==> src/rtl/noc_packet_injector_if.sv <==
// Local-port link of noc_packet_injector: core word stream in, router flit stream out.
// slave is the injector's view; master is the attached core/router environment.
interface noc_packet_injector_if #(
    parameter int DATA_WIDTH = 32,
    parameter int COORD_W    = 4
);
    logic                  in_valid;
    logic                  in_ready;
    logic [DATA_WIDTH-1:0] in_data;
    logic                  in_last;
    logic [COORD_W-1:0]    in_dest_x;
    logic [COORD_W-1:0]    in_dest_y;

    logic                  sender_valid;
    logic                  sender_ready;
    logic [DATA_WIDTH-1:0] sender_flit;
    logic                  sender_is_header;
    logic                  sender_is_tail;

    modport master (
        output in_valid, in_data, in_last, in_dest_x, in_dest_y, sender_ready,
        input  in_ready, sender_valid, sender_flit, sender_is_header, sender_is_tail
    );

    modport slave (
        input  in_valid, in_data, in_last, in_dest_x, in_dest_y, sender_ready,
        output in_ready, sender_valid, sender_flit, sender_is_header, sender_is_tail
    );
endinterface

==> src/rtl/noc_packet_injector.sv <==
// Network interface in front of a mesh router local port: buffers core words, emits header/body/tail flits.
// Optional store-and-forward with header length field: define NOC_INJ_LEN_FIELD_EN.
module noc_packet_injector #(
    parameter int DATA_WIDTH = 32,
    parameter int COORD_W    = 4,
    parameter int X_ID       = 0,
    parameter int Y_ID       = 0,
    parameter int FIFO_DEPTH = 8
) (
    input  logic                 noc_clk,
    input  logic                 noc_rst_n,
    noc_packet_injector_if.slave bus,
    output logic [7:0]           sent_pkt_cnt
);
    localparam int PTR_W = $clog2(FIFO_DEPTH);
    localparam int CNT_W = $clog2(FIFO_DEPTH + 1);

    typedef logic [PTR_W-1:0] ptr_t;
    typedef logic [CNT_W-1:0] cnt_t;

    typedef struct packed {
        logic [DATA_WIDTH-1:0] data;
        logic                  last;
        logic                  first;
        logic [COORD_W-1:0]    dest_x;
        logic [COORD_W-1:0]    dest_y;
    } entry_t;

    typedef enum logic [1:0] {IDLE, HDR, BODY} state_t;

    entry_t                mem [FIFO_DEPTH];
    ptr_t                  wr_ptr;
    ptr_t                  rd_ptr;
    ptr_t                  nxt_ptr;
    cnt_t                  count;
    logic                  expect_first;
    logic [COORD_W-1:0]    dest_x_q;
    logic [COORD_W-1:0]    dest_y_q;

    state_t                state;
    logic                  valid_q;
    logic                  is_header_q;
    logic                  is_tail_q;
    logic [DATA_WIDTH-1:0] flit_q;

    logic                  full;
    logic                  empty;
    logic                  push;
    logic                  pop;
    entry_t                head;
    entry_t                wr_entry;
    logic                  release_hdr;
    logic [7:0]            hdr_len;
    logic [DATA_WIDTH-1:0] hdr_flit;

    assign full          = (count == cnt_t'(FIFO_DEPTH));
    assign empty         = (count == '0);
    assign bus.in_ready  = noc_rst_n && !full;
    assign push          = bus.in_valid && bus.in_ready;
    assign pop           = (state == BODY) && valid_q && bus.sender_ready;
    assign head          = mem[rd_ptr];
    assign nxt_ptr       = rd_ptr + ptr_t'(1);

    assign bus.sender_valid     = valid_q;
    assign bus.sender_flit      = flit_q;
    assign bus.sender_is_header = is_header_q;
    assign bus.sender_is_tail   = is_tail_q;

    // Destination is taken live on a packet's first word, from the latch afterwards.
    always_comb begin
        wr_entry.data   = bus.in_data;
        wr_entry.last   = bus.in_last;
        wr_entry.first  = expect_first;
        wr_entry.dest_x = expect_first ? bus.in_dest_x : dest_x_q;
        wr_entry.dest_y = expect_first ? bus.in_dest_y : dest_y_q;
    end

    // NOTE: payload storage has no reset; count and pointers alone decide which entries are live.
    always_ff @(posedge noc_clk) begin
        if (push) begin
            mem[wr_ptr] <= wr_entry;
        end
    end

    // NOTE: state updates use <= so every flop samples pre-edge values regardless of statement order.
    always_ff @(posedge noc_clk) begin
        if (!noc_rst_n) begin
            wr_ptr       <= '0;
            rd_ptr       <= '0;
            count        <= '0;
            expect_first <= 1'b1;
            dest_x_q     <= '0;
            dest_y_q     <= '0;
        end else begin
            if (push) begin
                wr_ptr       <= wr_ptr + ptr_t'(1);
                expect_first <= bus.in_last;
                if (expect_first) begin
                    dest_x_q <= bus.in_dest_x;
                    dest_y_q <= bus.in_dest_y;
                end
            end
            if (pop) begin
                rd_ptr <= nxt_ptr;
            end
            case ({push, pop})
                2'b10:   count <= count + cnt_t'(1);
                2'b01:   count <= count - cnt_t'(1);
                default: count <= count;
            endcase
        end
    end

    // NOTE: every output gets a default first so no path through this block infers a latch.
    always_comb begin
        release_hdr = 1'b0;
        hdr_len     = '0;
        hdr_flit    = '0;
`ifdef NOC_INJ_LEN_FIELD_EN
        begin : scan_last
            logic found;
            ptr_t idx;
            found = 1'b0;
            idx   = '0;
            // The head is this packet's first word, so the first last-marker found ends it.
            for (int i = 0; i < FIFO_DEPTH; i++) begin
                idx = rd_ptr + ptr_t'(i);
                if (!found && (cnt_t'(i) < count) && mem[idx].last) begin
                    found   = 1'b1;
                    hdr_len = 8'(i + 1);
                end
            end
            release_hdr = head.first && (found || full);
        end
`else
        release_hdr = head.first && !empty;
`endif
        hdr_flit[COORD_W-1:0]           = head.dest_x;
        hdr_flit[2*COORD_W-1:COORD_W]   = head.dest_y;
        hdr_flit[3*COORD_W-1:2*COORD_W] = COORD_W'(X_ID);
        hdr_flit[4*COORD_W-1:3*COORD_W] = COORD_W'(Y_ID);
        hdr_flit[DATA_WIDTH-1 -: 8]     = hdr_len;
    end

    // Flit registers load only when the slot is empty or being accepted, which keeps them stable under backpressure.
    always_ff @(posedge noc_clk) begin
        if (!noc_rst_n) begin
            state        <= IDLE;
            valid_q      <= 1'b0;
            is_header_q  <= 1'b0;
            is_tail_q    <= 1'b0;
            flit_q       <= '0;
            sent_pkt_cnt <= '0;
        end else begin
            case (state)
                IDLE: begin
                    if (release_hdr) begin
                        flit_q      <= hdr_flit;
                        valid_q     <= 1'b1;
                        is_header_q <= 1'b1;
                        is_tail_q   <= 1'b0;
                        state       <= HDR;
                    end
                end
                HDR: begin
                    if (!valid_q || bus.sender_ready) begin
                        if (!empty) begin
                            flit_q      <= head.data;
                            is_header_q <= 1'b0;
                            is_tail_q   <= head.last;
                            valid_q     <= 1'b1;
                            state       <= BODY;
                        end else begin
                            valid_q <= 1'b0;
                        end
                    end
                end
                BODY: begin
                    if (pop) begin
                        if (head.last) begin
                            sent_pkt_cnt <= sent_pkt_cnt + 8'd1;
                            valid_q      <= 1'b0;
                            is_tail_q    <= 1'b0;
                            state        <= IDLE;
                        end else if (count > cnt_t'(1)) begin
                            flit_q    <= mem[nxt_ptr].data;
                            is_tail_q <= mem[nxt_ptr].last;
                        end else begin
                            valid_q <= 1'b0;
                        end
                    end else if (!valid_q && !empty) begin
                        flit_q    <= head.data;
                        is_tail_q <= head.last;
                        valid_q   <= 1'b1;
                    end
                end
                default: begin
                    state   <= IDLE;
                    valid_q <= 1'b0;
                end
            endcase
        end
    end
endmodule

==> src/flat_wrapper.sv <==
// flat-port wrapper written by rule: the top's interface ports become plain ports
module noc_packet_injector_flat 
#(
    parameter int DATA_WIDTH = 32,
    parameter int COORD_W    = 4,
    parameter int X_ID       = 0,
    parameter int Y_ID       = 0,
    parameter int FIFO_DEPTH = 8
)
  (noc_clk, noc_rst_n, sent_pkt_cnt, bus_in_valid, bus_in_data, bus_in_last, bus_in_dest_x, bus_in_dest_y, bus_sender_ready, bus_in_ready, bus_sender_valid, bus_sender_flit, bus_sender_is_header, bus_sender_is_tail);
  noc_packet_injector_if #(.DATA_WIDTH(DATA_WIDTH), .COORD_W(COORD_W)) bus_i ();
  input  logic noc_clk;
  input  logic noc_rst_n;
  output logic [7:0] sent_pkt_cnt;
  input wire logic [$bits(bus_i.in_valid)-1:0] bus_in_valid;
  input wire logic [$bits(bus_i.in_data)-1:0] bus_in_data;
  input wire logic [$bits(bus_i.in_last)-1:0] bus_in_last;
  input wire logic [$bits(bus_i.in_dest_x)-1:0] bus_in_dest_x;
  input wire logic [$bits(bus_i.in_dest_y)-1:0] bus_in_dest_y;
  input wire logic [$bits(bus_i.sender_ready)-1:0] bus_sender_ready;
  output wire logic [$bits(bus_i.in_ready)-1:0] bus_in_ready;
  output wire logic [$bits(bus_i.sender_valid)-1:0] bus_sender_valid;
  output wire logic [$bits(bus_i.sender_flit)-1:0] bus_sender_flit;
  output wire logic [$bits(bus_i.sender_is_header)-1:0] bus_sender_is_header;
  output wire logic [$bits(bus_i.sender_is_tail)-1:0] bus_sender_is_tail;
  assign bus_i.in_valid = bus_in_valid;
  assign bus_i.in_data = bus_in_data;
  assign bus_i.in_last = bus_in_last;
  assign bus_i.in_dest_x = bus_in_dest_x;
  assign bus_i.in_dest_y = bus_in_dest_y;
  assign bus_i.sender_ready = bus_sender_ready;
  assign bus_in_ready = bus_i.in_ready;
  assign bus_sender_valid = bus_i.sender_valid;
  assign bus_sender_flit = bus_i.sender_flit;
  assign bus_sender_is_header = bus_i.sender_is_header;
  assign bus_sender_is_tail = bus_i.sender_is_tail;
  noc_packet_injector #(.DATA_WIDTH(DATA_WIDTH), .COORD_W(COORD_W), .X_ID(X_ID), .Y_ID(Y_ID), .FIFO_DEPTH(FIFO_DEPTH)) u_core (.noc_clk(noc_clk), .noc_rst_n(noc_rst_n), .bus(bus_i), .sent_pkt_cnt(sent_pkt_cnt));
endmodule
==> config.mk <==
export PLATFORM = sky130hd
export DESIGN_NAME = noc_packet_injector_flat
export DESIGN_NICKNAME = d
export VERILOG_FILES = /design/src/rtl/noc_packet_injector_if.sv /design/src/rtl/noc_packet_injector.sv /design/src/flat_wrapper.sv
export SDC_FILE = /design/constraint.sdc
export NUM_CORES = 1
export LEC_CHECK = 0
export CAP_MARGIN = 15
export CORE_MARGIN = 1.5
export CORE_UTILIZATION = 54
export CTS_CLUSTER_DIAMETER = 200
export CTS_CLUSTER_SIZE = 16
export DETAILED_ROUTE_END_ITERATION = 7
export PLACE_DENSITY = 0.78
export SYNTH_ARGS = -nofsm -noshare
export SYNTH_HDL_FRONTEND = slang
export SYNTH_SLANG_ARGS = --single-unit
==> constraint.sdc <==
create_clock -name noc_clk -period 6.1 [get_ports noc_clk]
set_clock_uncertainty 0.05 [all_clocks]
set_input_delay 0.61 -clock noc_clk [delete_from_list [all_inputs] [get_ports noc_clk]]
set_output_delay 0.61 -clock noc_clk [all_outputs]
set_load 0.02 [all_outputs]
==> results.md, run 1 <==
* Comb power frac at 14.7%
* CTS buffer count at 29
* Num rows at 66
* Post-synth EDFFs at 336
* Post-Layout Inst Area at 20,200 um^2
* Main synth FF type: edfxtp_1
* Vias in the first global route at 10,400
* Final wirelength at 40,200 um
* Max Clk Rate at 275 MHz
* Post-DRT Antenna Nets at 0
* Post-CTS sizing at 0
* Final nets at 1,182
* Ratio of cells with drive above 1 in the final layout at 20.5%
* CTS clk-pin slew, worst paths at 0.07 ns
* Cell Chain, Critical Path: buf_4 > nor3b_1 > o41ai_2 > buf_4 > and3_1 > buf_4 > a211oi_1
* Reg power frac at 54.5%
* Initial Util at 54.9%
* Syn Nets at 1,116
* Worst hold path class: reg -> reg
* Via count at 10,300
* Psw at 1.47 mW
* DIE HEIGHT at 185 um
* Top sig layer: met4
* Slew headroom at 18.1%
* Post-synthesis cell type count at 52
* Post-Place Worst Slack at 2.43 ns
* Clk sink count at 403
* CTS tree: yes
* CORE AREA at 32,600 um^2
* Worst EP required at 6.53 ns
* Register area share after synthesis at 63.8%
* Max cap viols at 0
* Htree depth at 1
* CP top delay family: buffers and inverters
* Clock power share at 30.8%
* Initial antenna violation count at 0
* Yosys reg bits at 403
* Unrepaired setup endpoints after global routing: no
* Pwr Density at 285 nW/um^2
* VDD IR max at 0.208 mV
* Root buffer cell: clkbuf_16
* Top-area cell type share of the netlist area at 56.3%
* Slew of the pin with the lowest slew margin at 1.23 ns
* P_leak at 5.96 nW
* Met3 routed WL at 3100 um
* Post-Layout Cell Count at 1,588
* N_diodes at 0
* Wl on met1 at 16,100 um
* Setup Viol. Count Final at 0
* Final Hold Viols at 0
* Crit path max fanout at 46
* Power, Total at 5.75 mW
* WL per Instance at 25.3 um
* Synth async-reset ratio at 0%
* Largest incremental delay on the critical path at 0.82 ns
* Post-route DRC at 0
* Most frequent cells in the layout: edfxtp_1, mux4_2, clkdlybuf4s50_1
* Commonest non-fill, non-tap cell in the layout: edfxtp_1
* Clock Path Buffers at 3
* IO Count at 89
* Total grt overflow at 0
* Worst setup margin at 2.47 ns
* Buffers on Ports at 88
* Critical path arrival at 4.06 ns
* Average vias per placed instance at 6.49
* Total die area at 34,300 um^2
* Detail Placement HPWL at 24,800 um
* Slowest cell on crit path: buf_4
* Crit-path most repeated cell: buf_4
* Placed Instance Area at 19,300 um^2
* Crit start category: flip-flop
* Top cells by area, synth: edfxtp_1, mux4_2, dfxtp_1
* Cells after DPL at 1,536
* Met2 Routed Length at 20,000 um
* Setup TNS at 0 ns
* Cts hold-fix bufs at 0
* Detailed Route Iter0 Violations at 934
* Worst hold margin at 0.414 ns
* Gp weighted congestion at 0.789
* First-pass GRT wire length at 61,200 um
* Layout Utilization at 61.8%
* P_int at 4.28 mW
* Tot GR Track Use at 24.0%
* Slew Viols, Final at 0
* Layout area overhead at 12.5%
* Switching portion of total power at 25.5%
* Mapped Area at 17,900 um^2
* Pre-antenna DRT Iters at 5
* Post-synth top area cell: edfxtp_1
* Die width at 185 um
* Crit share post-route at 59.6%
* # Post-CTS Setup Buffers at 0
* Mapped Cells at 1,059
* Synthesis warning total at 0
* Crit path buffers/inverters at 3
* Crit end category: flip-flop
* Min Tclk post-route at 3.63 ns
* Largest net degree at the start of global routing at 66
* Syn avg cell area at 16.9 um^2
* Status: complete, no violations
* Crit Path Category: reg -> reg
* Worst-skew pair later-pin latency at 0.56 ns
==> cells in the mapped netlist, types with 10 or more instances <==
cell      instances
a211oi_1         10
a21oi_1          24
a31oi_1          12
buf_1            11
buf_2            34
clkbuf_1         33
dfxtp_1          67
edfxtp_1        336
ha_1             12
inv_1            12
mux2i_1          82
mux4_2          141
nand2_1          73
nand4_1          25
nor2_1           21
nor2b_1          12
o21ai_0          17
o22ai_1          48
==> power groups by stage <==
stage / logic [mW] / registers (mW) / clock network [mW]
6_report: 0.845 / 3.13 / 1.77
5_1_grt: 0.896 / 3.13 / 1.90
4_1_cts: 0.838 / 3.13 / 1.81
3_5_place_dp: 0.836 / 3.19 / 0
3_3_place_gp: 0.817 / 3.19 / 0
2_1_floorplan: 0.469 / 3.22 / 0
==> cell type report <==
| class | count | area [um^2] |
|---|---|---|
| clock inverters | 1 | 16.3 |
| clock buffers | 51 | 808 |
| repair buffers | 117 | 1120 |
| fillers | 2330 | 12400 |
| well taps | 442 | 553 |
| inverters | 12 | 45.0 |
| flip-flops and latches | 403 | 11400 |
| multi-input cells | 562 | 6180 |
==> tightest hold or removal path, stage by stage, from the launching register on <==
cell	delay [ns]
dfxtp_1	0.31
nand2_1	0.05
o21ai_0	0.06
==> final timing paths <==
kind / start / to / slack [ns] / cells after the start
setup / recovery: flip-flop / u_core.bus.sender_flit[4] / 2.47 / 7
hold / removal: u_core.dest_x_q[3] / u_core.dest_x_q[3] / 0.41 / 2
setup reg to reg: flip-flop / u_core.bus.sender_flit[4] / 2.47 / 7
hold reg to reg: u_core.dest_x_q[3] / u_core.dest_x_q[3] / 0.41 / 2
==> flip-flops by register name, indices dropped and copies added (netlist names), named ones only <==
| register | count |
|---|---|
| u_core.expect_first | 1 |
| u_core.bus.sender_is_tail | 1 |
| u_core.dest_x_q | 4 |
| u_core.rd_ptr | 3 |
| u_core.sent_pkt_cnt | 8 |
| u_core.count | 4 |
| u_core.dest_y_q | 4 |
| u_core.bus.sender_valid | 1 |
| u_core.mem | 336 |
| u_core.bus.sender_flit | 32 |
| u_core.bus.sender_is_header | 1 |
| u_core.state | 2 |
| u_core.wr_ptr | 3 |
==> routing by layer <==
metal / vias to the layer above / global-route usage [%]
met4: 0 / 7.19
met2: 490 / 40.2
li1: 4474 / -
met1: 5281 / 33.1
met5: - / 0
met3: 67 / 3.22
==> kinds of logic after synthesis <==
family          share of synthesized area (%)
flops                                    63.8
mux                                      22.9
simple gates                             4.75
compound gates                           4.98
buf+inv                                  2.31
fa+ha+maj                               0.838
xor+xnor                                0.489
Power figures use the tool's default switching activity.
==> run 2, diff against run 1 <==
--- a/config.mk
+++ b/config.mk
@@ -7,11 +7,11 @@
 export LEC_CHECK = 0
 export CAP_MARGIN = 15
 export CORE_MARGIN = 1.5
-export CORE_UTILIZATION = 54
+export CORE_UTILIZATION = 60
 export CTS_CLUSTER_DIAMETER = 200
 export CTS_CLUSTER_SIZE = 16
 export DETAILED_ROUTE_END_ITERATION = 7
-export PLACE_DENSITY = 0.78
+export PLACE_DENSITY = 0.82
 export SYNTH_ARGS = -nofsm -noshare
 export SYNTH_HDL_FRONTEND = slang
 export SYNTH_SLANG_ARGS = --single-unit
==> constraint.sdc (replaced) <==
create_clock -name noc_clk -period 3.7 [get_ports noc_clk]
set_clock_uncertainty 0.05 [all_clocks]
set_input_delay 0.37 -clock noc_clk [delete_from_list [all_inputs] [get_ports noc_clk]]
set_output_delay 0.37 -clock noc_clk [all_outputs]
set_load 0.02 [all_outputs]
==> results.md, run 2 (same netlist as run 1, synthesis figures left out) <==
* CTS buffer count at 29 (unchanged)
* Initial Util at 60.8% (was 54.9%)
* Ratio of cells with drive above 1 in the final layout at 21.0% (was 20.5%)
* Largest net degree at the start of global routing at 66 (unchanged)
* Max reg flops at 336 (unchanged)
* CTS tree: yes (unchanged)
* Htree depth at 1 (unchanged)
* Final nets at 1,190 (was 1,182)
* Tot GR Track Use at 27.1% (was 24.0%)
* Detailed Route Iter0 Violations at 1,264 (was 934)
* Layout area overhead at 12.8% (was 12.5%)
* Status: complete, no violations (unchanged)
* Unrepaired setup endpoints after global routing: no (unchanged)
* CORE AREA at 29,500 um^2 (was 32,600 um^2)
* Crit path max fanout at 23 (was 46)
* Slew Viols, Final at 0 (unchanged)
* Crit end category: flip-flop (unchanged)
* Critical path arrival at 3.17 ns (was 4.06 ns)
* IO Count at 89 (unchanged)
* Slew headroom at 31.2% (was 18.1%)
* Routing usage on met1 at 36.6% (was 33.1%)
* Average vias per placed instance at 6.81 (was 6.49)
* Most used routing layer: met2 (unchanged)
* Crit start category: flip-flop (unchanged)
* Commonest non-fill, non-tap cell in the layout: edfxtp_1 (unchanged)
* Post-CTS sizing at 0 (unchanged)
* Detail Placement HPWL at 24,200 um (was 24,800 um)
* Setup Viol. Count Final at 0 (unchanged)
* Die width at 176 um (was 185 um)
* Top reg by flops: u_core.mem (unchanged)
* Worst hold path class: in -> reg (was reg -> reg)
* Cts hold-fix bufs at 0 (unchanged)
* Post-Place Worst Slack at 0.785 ns (was 2.43 ns)
* Final wirelength at 40,400 um (was 40,200 um)
* Placed Instance Area at 19,400 um^2 (was 19,300 um^2)
* Crit share post-route at 81.2% (was 59.6%)
* Met3 global-route usage at 4.87% (was 3.22%)
* Pre-antenna DRT Iters at 7 (was 5)
* Crit Path Category: reg -> reg (unchanged)
* Slew of the pin with the lowest slew margin at 1.03 ns (was 1.23 ns)
* Total die area at 30,900 um^2 (was 34,300 um^2)
* Power, Total at 9.54 mW (was 5.75 mW)
* GR Util met2 at 44.9% (was 40.2%)
* Final Hold Viols at 0 (unchanged)
* CTS clk-pin slew, worst paths at 0.08 ns (was 0.07 ns)
* Total grt overflow at 0 (unchanged)
* Pwr Density at 472 nW/um^2 (was 285 nW/um^2)
* Min Tclk post-route at 3.01 ns (was 3.63 ns)
* Clk sink count at 403 (unchanged)
* VDD IR max at 0.397 mV (was 0.208 mV)
* Filler cell count at 1,895 (was 2,330)
* WL per Instance at 26.1 um (was 25.3 um)
* Worst setup margin at 0.694 ns (was 2.47 ns)
* Worst-skew pair later-pin latency at 0.56 ns (about the same)
* Worst EP required at 3.86 ns (was 6.53 ns)
* Vias in the first global route at 10,900 (was 10,400)
* # Post-CTS Setup Buffers at 0 (unchanged)
* P_leak at 6.01 nW (was 5.96 nW)
* DIE HEIGHT at 176 um (was 185 um)
* Num rows at 63 (was 66)
* Via count at 10,500 (was 10,300)
* Layout Utilization at 68.6% (was 61.8%)
* Post-Layout Inst Area at 20,200 um^2 (about the same)
* Most frequent cells in the layout: edfxtp_1, mux4_2, clkdlybuf4s50_1 (unchanged)
* Gp weighted congestion at 0.814 (was 0.789)
* Initial antenna violation count at 2 (was 0)
* Buffers on Ports at 88 (unchanged)
* Max cap viols at 0 (unchanged)
* First-pass GRT wire length at 63,100 um (was 61,200 um)
* Clock Path Buffers at 3 (unchanged)
* Post-DRT Antenna Nets at 0 (unchanged)
* Max Clk Rate at 333 MHz (was 275 MHz)
* Setup TNS at 0 ns (unchanged)
* Root buffer cell: clkbuf_16 (unchanged)
* Post-route DRC at 0 (unchanged)
==> run 2: changes by cell type in the layout (fill, tap and decap cells not counted), sizes merged <==
cell	before	now
buf	30	38
diode	0	2
clkbuf	51	52
clkinv	0	1
inv	13	12
==> run 2: through the flow <==
stage / hold WS (ns) / instances
6_report: 0.312 / 1547
5_1_grt: 0.348 / 1546
4_1_cts: 0.309 / 1545
3_5_place_dp: 0.400 / 1492
3_3_place_gp: 0.393 / 1492
2_1_floorplan: 0.383 / 1059
==> run 2: power by group <==
part           total (mW)  internal [mW]  switching (mW)  leakage [nW]
Clock                2.95           1.48            1.47         0.391
Sequential           5.16           5.05           0.109          3.58
Combinational        1.42          0.548           0.877          2.03
==> run 2: path summary, 6_finish.rpt <==
kind / from / endpoint / slack, ns / cells past startpoint
max: u_core.count[0] / u_core.mem[4][22] / 0.69 / 8
min: noc_rst_n / u_core.sent_pkt_cnt[1] / 0.31 / 4
max reg2reg: u_core.count[0] / u_core.mem[4][22] / 0.69 / 8
min reg2reg: u_core.dest_x_q[2] / u_core.dest_x_q[2] / 0.41 / 2
==> run 2: critical path, cell delays in order (launching register included) <==
cell      delay, ns
dfxtp_1        0.44
inv_1          0.09
ha_1           0.23
nor2b_1        0.16
a211oi_2       0.34
buf_4          0.33
nand2_1        0.30
nor3_4         0.28
buf_4          0.40
==> run 2: per-layer routing <==
layer,wire [um],part of all wire [%]
met5,0,0
met4,1130,2.8
met3,3440,8.5
met2,20200,50
met1,15600,39
==> run 2: cell type report <==
type	instances	area, um^2	share of cell area [%]
antenna	2	5.00	0.0248
clock buffer	52	812	4.02
clock inverter	1	16.3	0.0805
inverter	12	45.0	0.223
multi-input combinational	562	6200	30.7
sequential	403	11400	56.6
tap	390	488	2.41
timing repair buffer	125	1200	5.95
==> patch: new RTL, settings of run 1 <==
`DATA_WIDTH` is set to 32 in 3 places; all go to 16.
--- a/src/rtl/noc_packet_injector_if.sv
+++ b/src/rtl/noc_packet_injector_if.sv
@@ -1,7 +1,7 @@
 // Local-port link of noc_packet_injector: core word stream in, router flit stream out.
 // slave is the injector's view; master is the attached core/router environment.
 interface noc_packet_injector_if #(
-    parameter int DATA_WIDTH = 32,
+    parameter int DATA_WIDTH = 16,
     parameter int COORD_W    = 4
 );
     logic                  in_valid;
--- a/src/rtl/noc_packet_injector.sv
+++ b/src/rtl/noc_packet_injector.sv
@@ -1,7 +1,7 @@
 // Network interface in front of a mesh router local port: buffers core words, emits header/body/tail flits.
 // Optional store-and-forward with header length field: define NOC_INJ_LEN_FIELD_EN.
 module noc_packet_injector #(
-    parameter int DATA_WIDTH = 32,
+    parameter int DATA_WIDTH = 16,
     parameter int COORD_W    = 4,
     parameter int X_ID       = 0,
     parameter int Y_ID       = 0,
--- a/src/flat_wrapper.sv
+++ b/src/flat_wrapper.sv
@@ -1,7 +1,7 @@
 // flat-port wrapper written by rule: the top's interface ports become plain ports
 module noc_packet_injector_flat 
 #(
-    parameter int DATA_WIDTH = 32,
+    parameter int DATA_WIDTH = 16,
     parameter int COORD_W    = 4,
     parameter int X_ID       = 0,
     parameter int Y_ID       = 0,
Ports: changed (resized bus_in_data and bus_sender_flit); port bits go from 89 to 57. The function was not compared with the original's and may differ.
==> patch against run 1 <==
- worst hold slack better by 0.0016 ns
- area after synthesis decreased by 35%
- setup slack better by 0.058 ns
- sequential cell count shrank 144
- via count is 33% lower
- clock power fell by 30%
- total power down 32%
- register-to-register slack better by 0.49 ns
- design area shrank 35%
- final cell count down 32%
- global-route usage fell by 0.051 points
- wire length shrank 35%
- first-iteration DRC count fell by 35%
==> patch: results (changes against run 1) <==
crit path DAT = 2.92 ns (-1.14 ns)
layout net count = 831 (-30%)
layout cells sized above 1 = 20.4% (-0.11 points)
Post-synth top cells = edfxtp_1, mux4_2, nand2_1
Rel. slew slack = 30.1% (+12 points)
# port buffers = 56 (-36%)
vias in the first global route = 7,174 (-31%)
wire per inst = 24.2 um (-4.6%)
Cell variety after synth = 59 (+13%)
CP max stage cell = clkdlybuf4s50_1
Min-Delay Startpoint = u_core.dest_y_q[2]
CP peak stage delay = 0.92 ns (+0.10 ns)
leakage = 4.18 nW (-30%)
RR Endpoint = u_core.mem[3][12]
Mapped Nets = 779 (-30%)
Reg2Reg Launch Point = u_core.count[0]
clk_lat worst skew = 0.51 ns (-0.05 ns)
outcome = finished clean
post-synthesis sequential area ratio = 62.1% (-1.7 points)
Largest register FFs = 208 (-38%)
r2r setup slk = 2.96 ns (+0.49 ns)
top post-synthesis cells by area = edfxtp_1, mux4_2, dfxtp_1
worst hold slack = 0.415 ns (+0.00163 ns)
Hold Path Sink = u_core.dest_y_q[2]
post-DR vias/cell = 6.43 (-0.91%)
peak supply drop = 0.000264 V (+27%)
Fillers = 1,484 (-36%)
largest net degree at the start of global routing = 49 (-26%)
number of synthesized flops with an enable pin = 208 (-38%)
DRT iter0 DRCs = 604 (-35%)
cts bufs inserted = 20 (-31%)
final weighted congestion in routability-driven placement = 0.790 (+0.23%)
[patch: changes by cell type in the layout (fill, tap and decap cells not counted), sizes merged, moves of 9 or more]
| cell | before | now |
|---|---|---|
| o211a | 0 | 9 |
| clkbuf | 51 | 35 |
| edfxtp | 336 | 208 |
| clkdlybuf4s50 | 87 | 56 |
| mux2i | 82 | 33 |
| mux2 | 9 | 23 |
| buf | 30 | 19 |
| a221oi | 1 | 21 |
| inv | 13 | 34 |
| nand4 | 25 | 1 |
| mux4 | 141 | 76 |
| dfxtp | 67 | 51 |
| o22ai | 48 | 2 |
| nand2 | 73 | 59 |
[patch: report_power, final]
group,internal [mW],leakage [nW],switching [mW]
Clock,0.648,0.282,0.591
Sequential,1.99,2.30,0.0560
Combinational,0.253,1.60,0.356
Total,2.89,4.18,1.00
[patch: cell type report]
type,instances,area (um^2),area share (%)
sequential,259,7270,55.3
multi-input combinational,399,4120,31.3
inverter,35,131,0.998
clock inverter,1,16.3,0.124
timing repair buffer,75,703,5.34
tap,275,344,2.61
clock buffer,35,578,4.39
[patch: worst max path at each step]
stage | start | end | slack (ns) | cells past startpoint
detailed placement | noc_rst_n | u_core.mem[3][17] | 2.12 | 7
CTS | noc_rst_n | bus_in_ready | 2.53 | 5
global route | noc_rst_n | bus_in_ready | 2.39 | 5
global placement | noc_rst_n | u_core.mem[3][14] | 2.20 | 7
finish | noc_rst_n | bus_in_ready | 2.52 | 5
floorplan | noc_rst_n | u_core.mem[0][0] | 1.56 | 5
[patch: cell families after synthesis]
kind of cell    share of synthesized area (%)
simple gates                             4.70
compound gates                           8.43
buf+inv                                  3.08
fa+ha+maj                                1.28
flops                                    62.1
mux                                      19.7
xor+xnor                                0.738
[patch: critical path, delay by kind of cell]
family,cells,cell delay [ns]
buffers and inverters,4,2.09
AO/OA/AOI/OAI,1,0.19
[patch: stage by stage]
| step | cell area (um^2) | instances | power [mW] | worst slack [ns] |
|---|---|---|---|---|
| 2_1_floorplan | 11700 | 738 | 2.45 | 1.56 |
| 3_3_place_gp | 12600 | 1043 | 2.66 | 2.20 |
| 3_5_place_dp | 12600 | 1043 | 2.69 | 2.12 |
| 4_1_cts | 13200 | 1079 | 3.91 | 2.53 |
| 5_1_grt | 13200 | 1079 | 4.02 | 2.39 |
| 6_report | 13200 | 1079 | 3.89 | 2.52 |
[patch: routing by layer]
layer	track usage (%)	vias to the layer above	routed length [um]
li1	-	3044	-
met4	6.47	0	478
met2	42.3	328	13600
met3	3.64	39	1870
met1	30.9	3532	10200
met5	0	-	0
